<file path="src/rtl/multi_sound_pio.sv">
// Multi-channel sound PIO: per-channel amount/enable registers driving
// shadowed PWM outputs, plus a synchronised input bank with edge capture
// and a maskable level interrupt. Avalon-MM slave, read latency 1.
module multi_sound_pio #(
    parameter int unsigned CHANNELS  = 2,
    parameter int unsigned AMT_W     = 8,
    parameter int unsigned IN_W      = 2,
    parameter int unsigned PRESCALE  = 256,
    parameter int unsigned EDGE_MODE = 0,
    parameter int unsigned ADDR_W    = 4
) (
    input  logic                      clk,
    input  logic                      reset_n,
    input  logic [ADDR_W-1:0]         address,
    input  logic                      write,
    input  logic [31:0]               writedata,
    input  logic                      read,
    output logic [31:0]               readdata,
    output logic                      irq,
    input  logic [IN_W-1:0]           in_port,
    output logic [CHANNELS*AMT_W-1:0] amount,
    output logic [CHANNELS-1:0]       sound_enable,
    output logic [CHANNELS-1:0]       pwm_out
);

    localparam int unsigned PRE_W = (PRESCALE > 1) ? $clog2(PRESCALE) : 1;

    logic                            gen_q, gen_d;
    logic [IN_W-1:0]                 mask_q, mask_d;
    logic [IN_W-1:0]                 cap_q, cap_d;
    logic [IN_W-1:0]                 w1c_c, edge_c;
    logic [IN_W-1:0]                 sync1_q, sync2_q, prev_q;
    logic [CHANNELS-1:0][AMT_W-1:0]  amt_q, amt_d;
    logic [CHANNELS-1:0][AMT_W-1:0]  sh_amt_q, sh_amt_d;
    logic [CHANNELS-1:0]             en_q, en_d;
    logic [CHANNELS-1:0]             sh_en_q, sh_en_d;
    logic [CHANNELS-1:0]             pwm_q, pwm_d;
    logic [CHANNELS-1:0]             se_q, se_d;
    logic [PRE_W-1:0]                pre_q, pre_d;
    logic [AMT_W-1:0]                cnt_q, cnt_d;
    logic                            tc_c, wrap_c;
    logic                            irq_q, irq_d;
    logic [31:0]                     rdata_q, rdata_d;

    // Bus register writes; EDGE_CAP writes only produce a clear mask
    always_comb begin
        gen_d  = gen_q;
        mask_d = mask_q;
        amt_d  = amt_q;
        en_d   = en_q;
        w1c_c  = '0;
        if (write) begin
            if (address == ADDR_W'(0)) gen_d  = writedata[0];
            if (address == ADDR_W'(2)) w1c_c  = writedata[IN_W-1:0];
            if (address == ADDR_W'(3)) mask_d = writedata[IN_W-1:0];
            for (int n = 0; n < int'(CHANNELS); n++) begin
                if (address == ADDR_W'(4 + n)) begin
                    amt_d[n] = writedata[AMT_W-1:0];
                    en_d[n]  = writedata[AMT_W];
                end
            end
        end
    end

    // Edge qualification on the synchronised input; a new edge beats a W1C
    always_comb begin
        edge_c = sync2_q ^ prev_q;
        if (EDGE_MODE == 0)      edge_c = sync2_q & ~prev_q;
        else if (EDGE_MODE == 1) edge_c = ~sync2_q & prev_q;
        cap_d = (cap_q & ~w1c_c) | edge_c;
        irq_d = |(cap_q & mask_q);
    end

    // Prescaler, PWM counter, shadow reload at wrap and PWM compare
    always_comb begin
        tc_c     = (pre_q == PRE_W'(PRESCALE - 1));
        pre_d    = tc_c ? '0 : pre_q + 1'b1;
        cnt_d    = tc_c ? cnt_q + 1'b1 : cnt_q;
        wrap_c   = tc_c && (cnt_q == '1);
        sh_amt_d = wrap_c ? amt_q : sh_amt_q;
        sh_en_d  = wrap_c ? en_q  : sh_en_q;
        se_d     = {CHANNELS{gen_q}} & en_q;
        pwm_d    = '0;
        for (int n = 0; n < int'(CHANNELS); n++) begin
            pwm_d[n] = gen_q & sh_en_q[n] & (cnt_q < sh_amt_q[n]);
        end
    end

    // Read data mux; unmapped addresses and idle cycles return 0
    always_comb begin
        rdata_d = '0;
        if (read) begin
            if (address == ADDR_W'(0)) rdata_d = 32'(gen_q);
            if (address == ADDR_W'(1)) rdata_d = 32'(sync2_q);
            if (address == ADDR_W'(2)) rdata_d = 32'(cap_q);
            if (address == ADDR_W'(3)) rdata_d = 32'(mask_q);
            for (int n = 0; n < int'(CHANNELS); n++) begin
                if (address == ADDR_W'(4 + n)) rdata_d = 32'({en_q[n], amt_q[n]});
            end
        end
    end

    // State registers
    always_ff @(posedge clk or negedge reset_n) begin
        if (!reset_n) begin
            gen_q    <= 1'b0;
            mask_q   <= '0;
            cap_q    <= '0;
            sync1_q  <= '0;
            sync2_q  <= '0;
            prev_q   <= '0;
            amt_q    <= '0;
            en_q     <= '0;
            sh_amt_q <= '0;
            sh_en_q  <= '0;
            pwm_q    <= '0;
            se_q     <= '0;
            pre_q    <= '0;
            cnt_q    <= '0;
            irq_q    <= 1'b0;
            rdata_q  <= '0;
        end else begin
            gen_q    <= gen_d;
            mask_q   <= mask_d;
            cap_q    <= cap_d;
            sync1_q  <= in_port;
            sync2_q  <= sync1_q;
            prev_q   <= sync2_q;
            amt_q    <= amt_d;
            en_q     <= en_d;
            sh_amt_q <= sh_amt_d;
            sh_en_q  <= sh_en_d;
            pwm_q    <= pwm_d;
            se_q     <= se_d;
            pre_q    <= pre_d;
            cnt_q    <= cnt_d;
            irq_q    <= irq_d;
            rdata_q  <= rdata_d;
        end
    end

    assign readdata     = rdata_q;
    assign irq          = irq_q;
    assign amount       = amt_q;
    assign sound_enable = se_q;
    assign pwm_out      = pwm_q;

endmodule

</file>
<file path="config.mk">
export PLATFORM = sky130hd
export DESIGN_NAME = multi_sound_pio
export DESIGN_NICKNAME = d
export VERILOG_FILES = /design/src/rtl/multi_sound_pio.sv
export SDC_FILE = /design/constraint.sdc
export NUM_CORES = 1
export LEC_CHECK = 0
export CAP_MARGIN = 0
export CORE_ASPECT_RATIO = 0.75
export CORE_MARGIN = 3
export CORE_UTILIZATION = 44
export DETAILED_ROUTE_END_ITERATION = 6
export GPL_TIMING_DRIVEN = 0
export PLACE_DENSITY = 0.72
export SLEW_MARGIN = 20
export SYNTH_ARGS = -nofsm -noshare
export SYNTH_HDL_FRONTEND = slang
export SYNTH_SLANG_ARGS = --single-unit
</file>
<file path="constraint.sdc">
create_clock -name clk -period 1.6 [get_ports clk]
set_input_delay 0.24 -clock clk [delete_from_list [all_inputs] [get_ports clk]]
set_output_delay 0.24 -clock clk [all_outputs]
set_load 0.02 [all_outputs]
</file>
# Word-level counts from Yosys, hierarchy flattened
# Cells that the tools add are included.
totals:
  input_bits: 42
  ramBits: 0
  romBits: 0
  word_cells: 58
  latch_bits: 0
  mem_count: 0
  register_bits: 100
  out_inout_bits: 53
classes:
  n_shift: 0
  div: 0
  n_mul: 0
  eq_ne: 7
  bitwise_logic: 11
  reduce_logical: 7
  order_cmp: 2
  n_mux: 10
  addsub: 2
op_table:
  columns: ["operator", "n"]
  rows:
  - ["$mux 32", 6]
  - ["$add 8x1->8 const B", 2]
  - ["$eq 8x8->1 const B", 2]
  - ["$lt 8x8->1", 2]
  - ["$and 2x2->2", 4]
  - ["$eq 4x2->1 const B", 2]
  - ["$eq 4x3->1 const B", 2]
  - ["$mux 8", 1]
  - ["$reduce_and 2->1", 4]
  - ["$and 1x1->1", 4]
  - ["$eq 4x1->1 const B", 1]
  - ["$logic_not 4->1", 1]
  - ["$mux 2", 2]
  - ["$not 2->2", 2]
  - ["$or 2x2->2", 1]
  - ["$reduce_or 2->1", 1]
  - ["$logic_and 1x1->1", 1]
  - ["$mux 1", 1]

# Logic depth before layout (Yosys ltp)
# Gate-level depths: netlist of the first run.
logic_depth:
  word_depth: 8
  depth_mapped: 6

# Worst setup path before layout of the first run
# Ideal clock, no wire load.
synth_path:
  path_kind: "register to register"
  start: "register pre_q[0]"
  end: "register sh_amt_q[0] (netlist name)"
  slack_ns: 0.077
  arrival_ns: 1.398
  t_required_ns: 1.475
  synth_period_minus_slack_ns: 1.523
  path_stages_with_launch: 7
  path_cell_list: "dfrtp_1 > ha_1 > nand3_2 > nor2_4 > nand2_4 > buf_6 > mux2_4"
synth_between:
  elab_chain_len: 2
synth_lines:
  columns: ["element", "line_no", "rtl"]
  rows:
  - ["start: declaration", "39", "logic [PRE_W-1:0] pre_q, pre_d;"]
  - ["start signal: assignment", "135", "pre_q <= pre_d;"]
  - ["$eq 8x8->1", "76", "tc_c = (pre_q == PRE_W'(PRESCALE - 1));"]
  - ["$logic_and 1x1->1", "79", "wrap_c = tc_c && (cnt_q == '1);"]
  - ["end signal: assignment", "131", "sh_amt_q <= sh_amt_d;"]
  - ["end: declaration", "34", "logic [CHANNELS-1:0][AMT_W-1:0] sh_amt_q, sh_amt_d;"]
# Every way passes these cells.
# A chain may end at the register's enable or synchronous reset.

# Worst setup path after layout of the first run
layout_path:
  start: "register pre_q[1]"
  end: "register cnt_q[1]"
layout_between:
  elab_chain_len: 1
layout_lines:
  columns: ["element", "line_no", "rtl"]
  rows:
  - ["$eq 8x8->1", "76", null]
  - ["end signal: assignment", "136", "cnt_q <= cnt_d;"]
  - ["end: declaration", "40", "logic [AMT_W-1:0] cnt_q, cnt_d;"]
# Every way passes these cells.

==> results.py, run 1 <==
metrics = {
    "status": {
        "run_status": "completed",
    },
    "critical_path": {
        "critical_path.cell_chain": "ha_4, nand3_4, nor2_4, buf_4, buf_4, mux2_2",
        "worstRegToRegCells": 6,
        "timing.critical_path.slowest_cell_delay_ps": 410,
        "crit_path_required_time_ps": 1840,
        "regToRegSetupSlack_ps": 30,
        "beginning_of_the_worst_register_to_register_path": "pre_q[1]$_DFF_PN0_",
        "cp_common_cell": "sky130_fd_sc_hd__buf_4",
        "critPathArrivalTime_ps": 1810,
        "r2r-end": "cnt_q[1]$_DFFE_PN0N_",
        "worst-path-buf-inv": 2,
        "timing.critical_path.from_type": "flop",
        "endpoint_kind": "flop",
        "critical_path_class": "reg2reg",
        "crit_family": "flip-flops",
        "timing.critical_path.slowest_stage_cell": "sky130_fd_sc_hd__dfrtp_1",
        "crit_fanout": 3,
    },
    "power": {
        "report.power.total_mw": 4.614,
        "total_leakage_power_nw": 2.263,
        "power-per-cell-area_nw_per_um2": 999.2,
        "irDropWorstVdd_mv": 0.5582,
    },
    "timing": {
        "finalHoldWorstSlack_ps": 323.8,
        "drv_slew": 0,
        "finalHoldViolations": 0,
        "totalNegativeSetupSlack_ps": 0,
        "final.setup_skew_ps": 6.778,
        "period_minus_slack_ps": 1568,
        "setup-violations-final": 0,
        "fmax_mhz": 637.6,
        "post-route-period-util": 0.9803,
    },
    "cts": {
        "cts_buffers": 9,
        "clk-insertion-delay-late_ps": 350,
        "path_clk_slew_ps": 80,
        "tritoncts": "yes",
        "ctsLongestPathBuffers": 2,
        "clock-sinks": 77,
        "ctsRootBufferMaster": "sky130_fd_sc_hd__clkbuf_8",
        "htree_num_levels": 3,
    },
    "synth": {
        "netlist-cell-type-count": 37,
        "synth-edff-count": 0,
        "synth.top_cell.area_share": 0.5327,
        "synthSimpleGateAreaFrac": 0.1031,
        "synth_mux_area_frac": 0.1598,
        "ys_seq_elements": 77,
        "syn-instance-count": 293,
        "syn_area_um2": 3617,
        "synth.avg_cell_area_um2": 12.35,
        "async_flop_share": 1.000,
        "synth_fa_ha_area_frac": 0.05534,
        "synth_top_cell_by_area": "sky130_fd_sc_hd__dfrtp_1",
        "sequential_fraction_of_the_synthesis_area": 0.5327,
        "yosys.area_share.xor_xnor": 0.02906,
        "synth_top_cells_by_area": "sky130_fd_sc_hd__dfrtp_1 53%, sky130_fd_sc_hd__mux2_2 9.3%, sky130_fd_sc_hd__ha_1 5.5%, sky130_fd_sc_hd__buf_4 4.8%, sky130_fd_sc_hd__mux2_4 4.2%",
        "synth-warning-count": 0,
        "yosys-top-cells-count": "77 x sky130_fd_sc_hd__dfrtp_1, 30 x sky130_fd_sc_hd__mux2_2, 23 x sky130_fd_sc_hd__buf_4, 18 x sky130_fd_sc_hd__inv_1, 16 x sky130_fd_sc_hd__ha_1",
        "yosysMostFrequentCell": "sky130_fd_sc_hd__dfrtp_1",
        "yosys_most_used_dff": "sky130_fd_sc_hd__dfrtp_1",
        "synth_compound_area_frac": 0.04393,
        "synth_top_family_by_area": "multiplexers",
    },
    "die": {
        "coreArea_um2": 7669,
        "rows": 27,
        "design.die.area_um2": 9356,
        "ios": 95,
        "floorplan.initialDensity": 0.4717,
        "die_h_um": 84.52,
        "die_x_um": 110.7,
    },
    "placement": {
        "place.detailed.hpwl_um": 5081,
        "numPortBuffers": 47,
        "gp_congestion": 0.8753,
        "place_inst": 464,
    },
    "route": {
        "vias": 2361,
        "routed_wire_length_per_instance_um": 14.52,
        "initialDrtViolationCount": 67,
        "drc_errors": 0,
        "final_wirelength_um": 7040,
        "first_pass_iters": 7,
        "vias_per_cell": 4.868,
        "postRouteAntennaNets": 0,
    },
    "cells_and_area": {
        "drive_above_1_share": 0.2604,
        "growth_of_design_area_from_synthesis_to_finish_pct": 27.67,
        "antenna_cells_inserted": 0,
        "layoutNonFillerInstCount": 485,
        "finalNetCount": 437,
    },
    "global_route": {
        "grt.total_usage": 0.1608,
        "maximum_number_of_pins_on_one_net_before_global_route_repair": 53,
        "via_count_of_the_first_global_routing_pass": 2406,
        "grt_first_pass_wirelength_um": 12000,
        "globalRoute.totalOverflow": 0,
        "grt_antenna_before_repair": 0,
    },
    "run": {
        "cap_violations": 0,
    },
    "min_path": {
        "hold_path.startpoint": "in_port[1]",
        "min_path_type": "in2reg",
        "holdPathStages": 1,
        "timing.hold.worst_endpoint": "sync1_q[1]$_DFF_PN0_",
    },
}
-- how the worst max path moves through the flow --
stage	depth (start not counted)	endpoint	startpoint	slack, ps
after floorplan	6	sh_amt_q[0]$_DFFE_PN0P_	pre_q[0]$_DFF_PN0_	80
after global placement	1	sound_enable[1]$_DFF_PN0_	reset_n	-2290
after detailed placement	4	amount[4]$_DFFE_PN0P_	address[2]	-400
after CTS	5	sh_amt_q[5]$_DFFE_PN0P_	pre_q[1]$_DFF_PN0_	30
after global routing	6	cnt_q[1]$_DFFE_PN0N_	pre_q[1]$_DFF_PN0_	-10
final	6	cnt_q[1]$_DFFE_PN0N_	pre_q[1]$_DFF_PN0_	30
-- flip-flops by register name, indices dropped and copies added, names as in the netlist --
name,flops
cnt_q,8
prev_q,2
sh_en_q,2
sync2_q,2
amount,16
readdata,9
mask_q,2
gen_q,1
pre_q,8
en_q,2
cap_q,2
irq,1
pwm_out,2
sound_enable,2
sync1_q,2
sh_amt_q,16
-- worst register-to-register path, cell delays in order (launching register included) --
cell                      delay (ps)
sky130_fd_sc_hd__dfrtp_1         410
sky130_fd_sc_hd__ha_4            180
sky130_fd_sc_hd__nand3_4         110
sky130_fd_sc_hd__nor2_4          220
sky130_fd_sc_hd__buf_4           140
sky130_fd_sc_hd__buf_4            90
sky130_fd_sc_hd__mux2_2          320
-- report_power, final --
| group | internal, mW | total (mW) | leakage (nW) | switching [mW] |
|---|---|---|---|---|
| combinational | 0.351 | 0.737 | 1.16 | 0.386 |
| sequential | 2.10 | 2.25 | 0.993 | 0.144 |
| clock | 0.965 | 1.63 | 0.110 | 0.666 |
-- layout make-up --
class / count / area (µm²)
flip-flops and latches: 77 / 1929
multi-input cells: 192 / 1550
clock buffers: 13 / 158.9
clock inverters: 3 / 67.56
fillers: 618 / 3050
inverters: 18 / 67.56
plain buffers: 27 / 195.2
well taps: 101 / 126.4
repair buffers: 54 / 523.0
-- layout by cell type (no fill, tap or decap), drive strengths merged, types with 12 or more instances in the layout --
master	n
o21ai	12
ha	16
inv	18
clkdlybuf4s50	30
clkbuf	13
dfrtp	77
dlygate4sd2	16
mux2	40
nor2	16
buf	34
conb	23
nand2	14
-- metal layers --
| layer | global-route usage | part of all wire | up-vias |
|---|---|---|---|
| met5 | 0 | 0 | - |
| met4 | 0.04698 | 0.012 | 0 |
| met3 | 0.05620 | 0.054 | 11 |
| met2 | 0.2605 | 0.48 | 61 |
| met1 | 0.2057 | 0.46 | 1147 |
| li1 | - | - | 1142 |
-- stage by stage --
stage,util,setup WS [ps],instance area (µm²)
5_1_grt,0.6022,-13.30,4618
3_3_place_gp,0.5603,-2295,4297
4_1_cts,0.5959,25.10,4569
3_5_place_dp,0.5636,-400.7,4322
2_1_floorplan,-,77.25,3700
6_report,0.6022,31.54,4618
-- cell families (layout without fill, tap and decap cells) --
kind of cell	after synthesis	after routing
XOR/XNOR	12	12
AO/OA/AOI/OAI	27	27
AND/OR/NAND/NOR	65	65
other	1	23
buffers and inverters	46	115
multiplexers	49	49
adder cells (fa/ha/maj)	16	16
flip-flops	77	77
-- what timing repair did --
action | CTS | global route
pin swaps | 1 | 2
endpoints found under the hold margin | 25 | 0
buffers inserted | 4 | 1
gates cloned | 0 | 0
resized for setup | 22 | 7
setup endpoints to repair | 38 | 30
hold buffers | 1 | 0
Note: power is estimated with default switching activity, not from simulation.
==> run 2: changes to the inputs <==
--- a/config.mk
+++ b/config.mk
@@ -10,8 +10,7 @@
 export CORE_MARGIN = 3
 export CORE_UTILIZATION = 44
 export DETAILED_ROUTE_END_ITERATION = 6
-export GPL_TIMING_DRIVEN = 0
-export PLACE_DENSITY = 0.72
+export PLACE_DENSITY = 0.83
 export SLEW_MARGIN = 20
 export SYNTH_ARGS = -nofsm -noshare
 export SYNTH_HDL_FRONTEND = slang
==> results.py, run 2 (same netlist as run 1, synthesis figures left out) <==
metrics = {
    "critical_path": {
        "critical_path.cell_chain": "ha_2, nand3_2, nor2_4, buf_4, mux2_2",
        "regToRegSetupSlack_ps": 70,
        "worstRegToRegCells": 5,
        "timing.critical_path.from_type": "flop",
        "r2r-end": "cnt_q[1]$_DFFE_PN0N_",
        "critPathArrivalTime_ps": 1770,
        "timing.critical_path.slowest_stage_cell": "sky130_fd_sc_hd__dfrtp_1",
        "crit_fanout": 11,
        "worst-path-buf-inv": 1,
        "timing.critical_path.slowest_cell_delay_ps": 370,
        "crit_path_required_time_ps": 1830,
        "endpoint_kind": "flop",
        "crit_family": "flip-flops",
        "critical_path_class": "reg2reg",
        "beginning_of_the_worst_register_to_register_path": "pre_q[1]$_DFF_PN0_",
    },
    "cells_and_area": {
        "mostFrequentLayoutCell": "sky130_fd_sc_hd__dfrtp_1",
        "drive_above_1_share": 0.2320,
        "final_cell_mix": "77 x sky130_fd_sc_hd__dfrtp_1, 31 x sky130_fd_sc_hd__clkdlybuf4s50_1, 30 x sky130_fd_sc_hd__mux2_2",
        "antenna_cells_inserted": 0,
        "layoutNonFillerInstCount": 476,
        "growth_of_design_area_from_synthesis_to_finish_pct": 23.90,
        "n_fill_cell": 646,
        "design_area_um2": 4482,
        "finalNetCount": 430,
    },
    "cts": {
        "tritoncts": "yes",
        "ctsLongestPathBuffers": 2,
        "clk-insertion-delay-late_ps": 350,
        "htree_num_levels": 3,
        "post_cts_repair_setup_buffers": 0,
        "clock-sinks": 77,
        "path_clk_slew_ps": 70,
        "cts_buffers": 9,
        "ctsRootBufferMaster": "sky130_fd_sc_hd__clkbuf_8",
    },
    "global_route": {
        "via_count_of_the_first_global_routing_pass": 2442,
        "grt_first_pass_wirelength_um": 11700,
        "grt_antenna_before_repair": 0,
        "globalRoute.totalOverflow": 0,
        "grt.total_usage": 0.1613,
        "maximum_number_of_pins_on_one_net_before_global_route_repair": 35,
    },
    "timing": {
        "setup-violations-final": 0,
        "period_minus_slack_ps": 1534,
        "rsz0062_at_grt": "no",
        "post-route-period-util": 0.9589,
        "final.setup_skew_ps": 9.096,
        "drv_slew": 0,
        "setup_ws_ps": 65.71,
        "fmax_mhz": 651.8,
        "finalHoldViolations": 0,
    },
    "min_path": {
        "timing.hold.worst_endpoint": "sync1_q[1]$_DFF_PN0_",
        "min_path_type": "in2reg",
        "holdPathStages": 1,
        "hold_path.startpoint": "in_port[1]",
    },
    "status": {
        "run_status": "completed",
    },
    "power": {
        "irDropWorstVdd_mv": 0.5742,
        "power-per-cell-area_nw_per_um2": 942.7,
        "total_leakage_power_nw": 2.202,
    },
    "die": {
        "coreArea_um2": 7669,
        "die_x_um": 110.7,
        "design.die.area_um2": 9356,
        "rows": 27,
        "die_h_um": 84.52,
        "floorplan.initialDensity": 0.4717,
        "ios": 95,
    },
    "placement": {
        "gp_congestion": 0.8501,
        "numPortBuffers": 48,
        "cell_area_after_placement_um2": 4313,
        "place.detailed.hpwl_um": 5250,
        "place_inst": 461,
        "dpl_worst_slack_ps": -92.40,
    },
    "route": {
        "postRouteAntennaNets": 0,
        "vias_per_cell": 4.924,
        "final_wirelength_um": 7025,
        "first_pass_iters": 4,
        "vias": 2344,
        "routed_wire_length_per_instance_um": 14.76,
        "initialDrtViolationCount": 69,
        "drc_errors": 0,
    },
    "run": {
        "cap_violations": 0,
    },
}
==> run 2: changes by cell type in the layout (fill, tap and decap cells not counted), moves of 2 or more <==
| cell | change |
|---|---|
| sky130_fd_sc_hd__buf_12 | +2 |
| sky130_fd_sc_hd__buf_2 | -3 |
| sky130_fd_sc_hd__buf_4 | -6 |
| sky130_fd_sc_hd__bufinv_16 | -2 |
| sky130_fd_sc_hd__clkinv_2 | +2 |
| sky130_fd_sc_hd__dfrtp_1 | +2 |
| sky130_fd_sc_hd__dfrtp_2 | -2 |
| sky130_fd_sc_hd__nand3_2 | +2 |
| sky130_fd_sc_hd__nand3_4 | -2 |
==> run 2: worst max path at each step <==
stage                                   from                      end  slack [ps]  depth (start not counted)
after floorplan           pre_q[0]$_DFF_PN0_  sh_amt_q[0]$_DFFE_PN0P_          80                          6
after global placement            address[3]    amount[4]$_DFFE_PN0P_         -50                          5
after detailed placement          address[3]    amount[5]$_DFFE_PN0P_         -90                          5
after CTS                 pre_q[0]$_DFF_PN0_   sh_en_q[0]$_DFFE_PN0P_          30                          5
after global routing      pre_q[1]$_DFF_PN0_     cnt_q[1]$_DFFE_PN0N_           9                          5
final                     pre_q[1]$_DFF_PN0_     cnt_q[1]$_DFFE_PN0N_          70                          5
==> run 2: area by class of cell <==
| class | count | area [µm²] | area share |
|---|---|---|---|
| flip-flops and latches | 77 | 1927 | 0.4299 |
| multi-input cells | 192 | 1515 | 0.3381 |
| repair buffers | 74 | 680.7 | 0.1519 |
| clock buffers | 12 | 155.1 | 0.03462 |
| well taps | 101 | 126.4 | 0.02820 |
| inverters | 18 | 67.56 | 0.01508 |
| clock inverters | 2 | 10.01 | 0.002233 |
==> run 2: metrics by stage <==
stage / setup TNS [ps] / utilization / hold WS (ps) / total power [mW]
after floorplan: 0 / - / -55.59 / 2.678
after global placement: -859.2 / 0.5624 / 206.9 / 3.052
after detailed placement: -1991 / 0.5624 / 213.7 / 3.072
after CTS: 0 / 0.5826 / 309.4 / 4.277
after global routing: 0 / 0.5844 / 304.0 / 4.444
final: 0 / 0.5844 / 331.1 / 4.225
==> run 2: power breakdown <==
part           internal (mW)  switching [mW]
clock network          0.626           0.645
registers               2.10           0.139
logic                  0.331           0.382
==> run 2: timing repair <==
item	in CTS	in global routing
hold buffers	1	0
pin swaps	0	1
setup endpoints to repair	16	19
hold endpoints to repair	32	0
resized for setup	16	3
==> run 2: layer usage <==
| metal | track usage | vias up | wire [µm] |
|---|---|---|---|
| met1 | 0.1968 | 1141 | 3156 |
| met4 | 0.05593 | 0 | 106 |
| met3 | 0.05620 | 12 | 362 |
| met5 | 0 | - | 0 |
| met2 | 0.2687 | 65 | 3400 |
| li1 | - | 1126 | - |
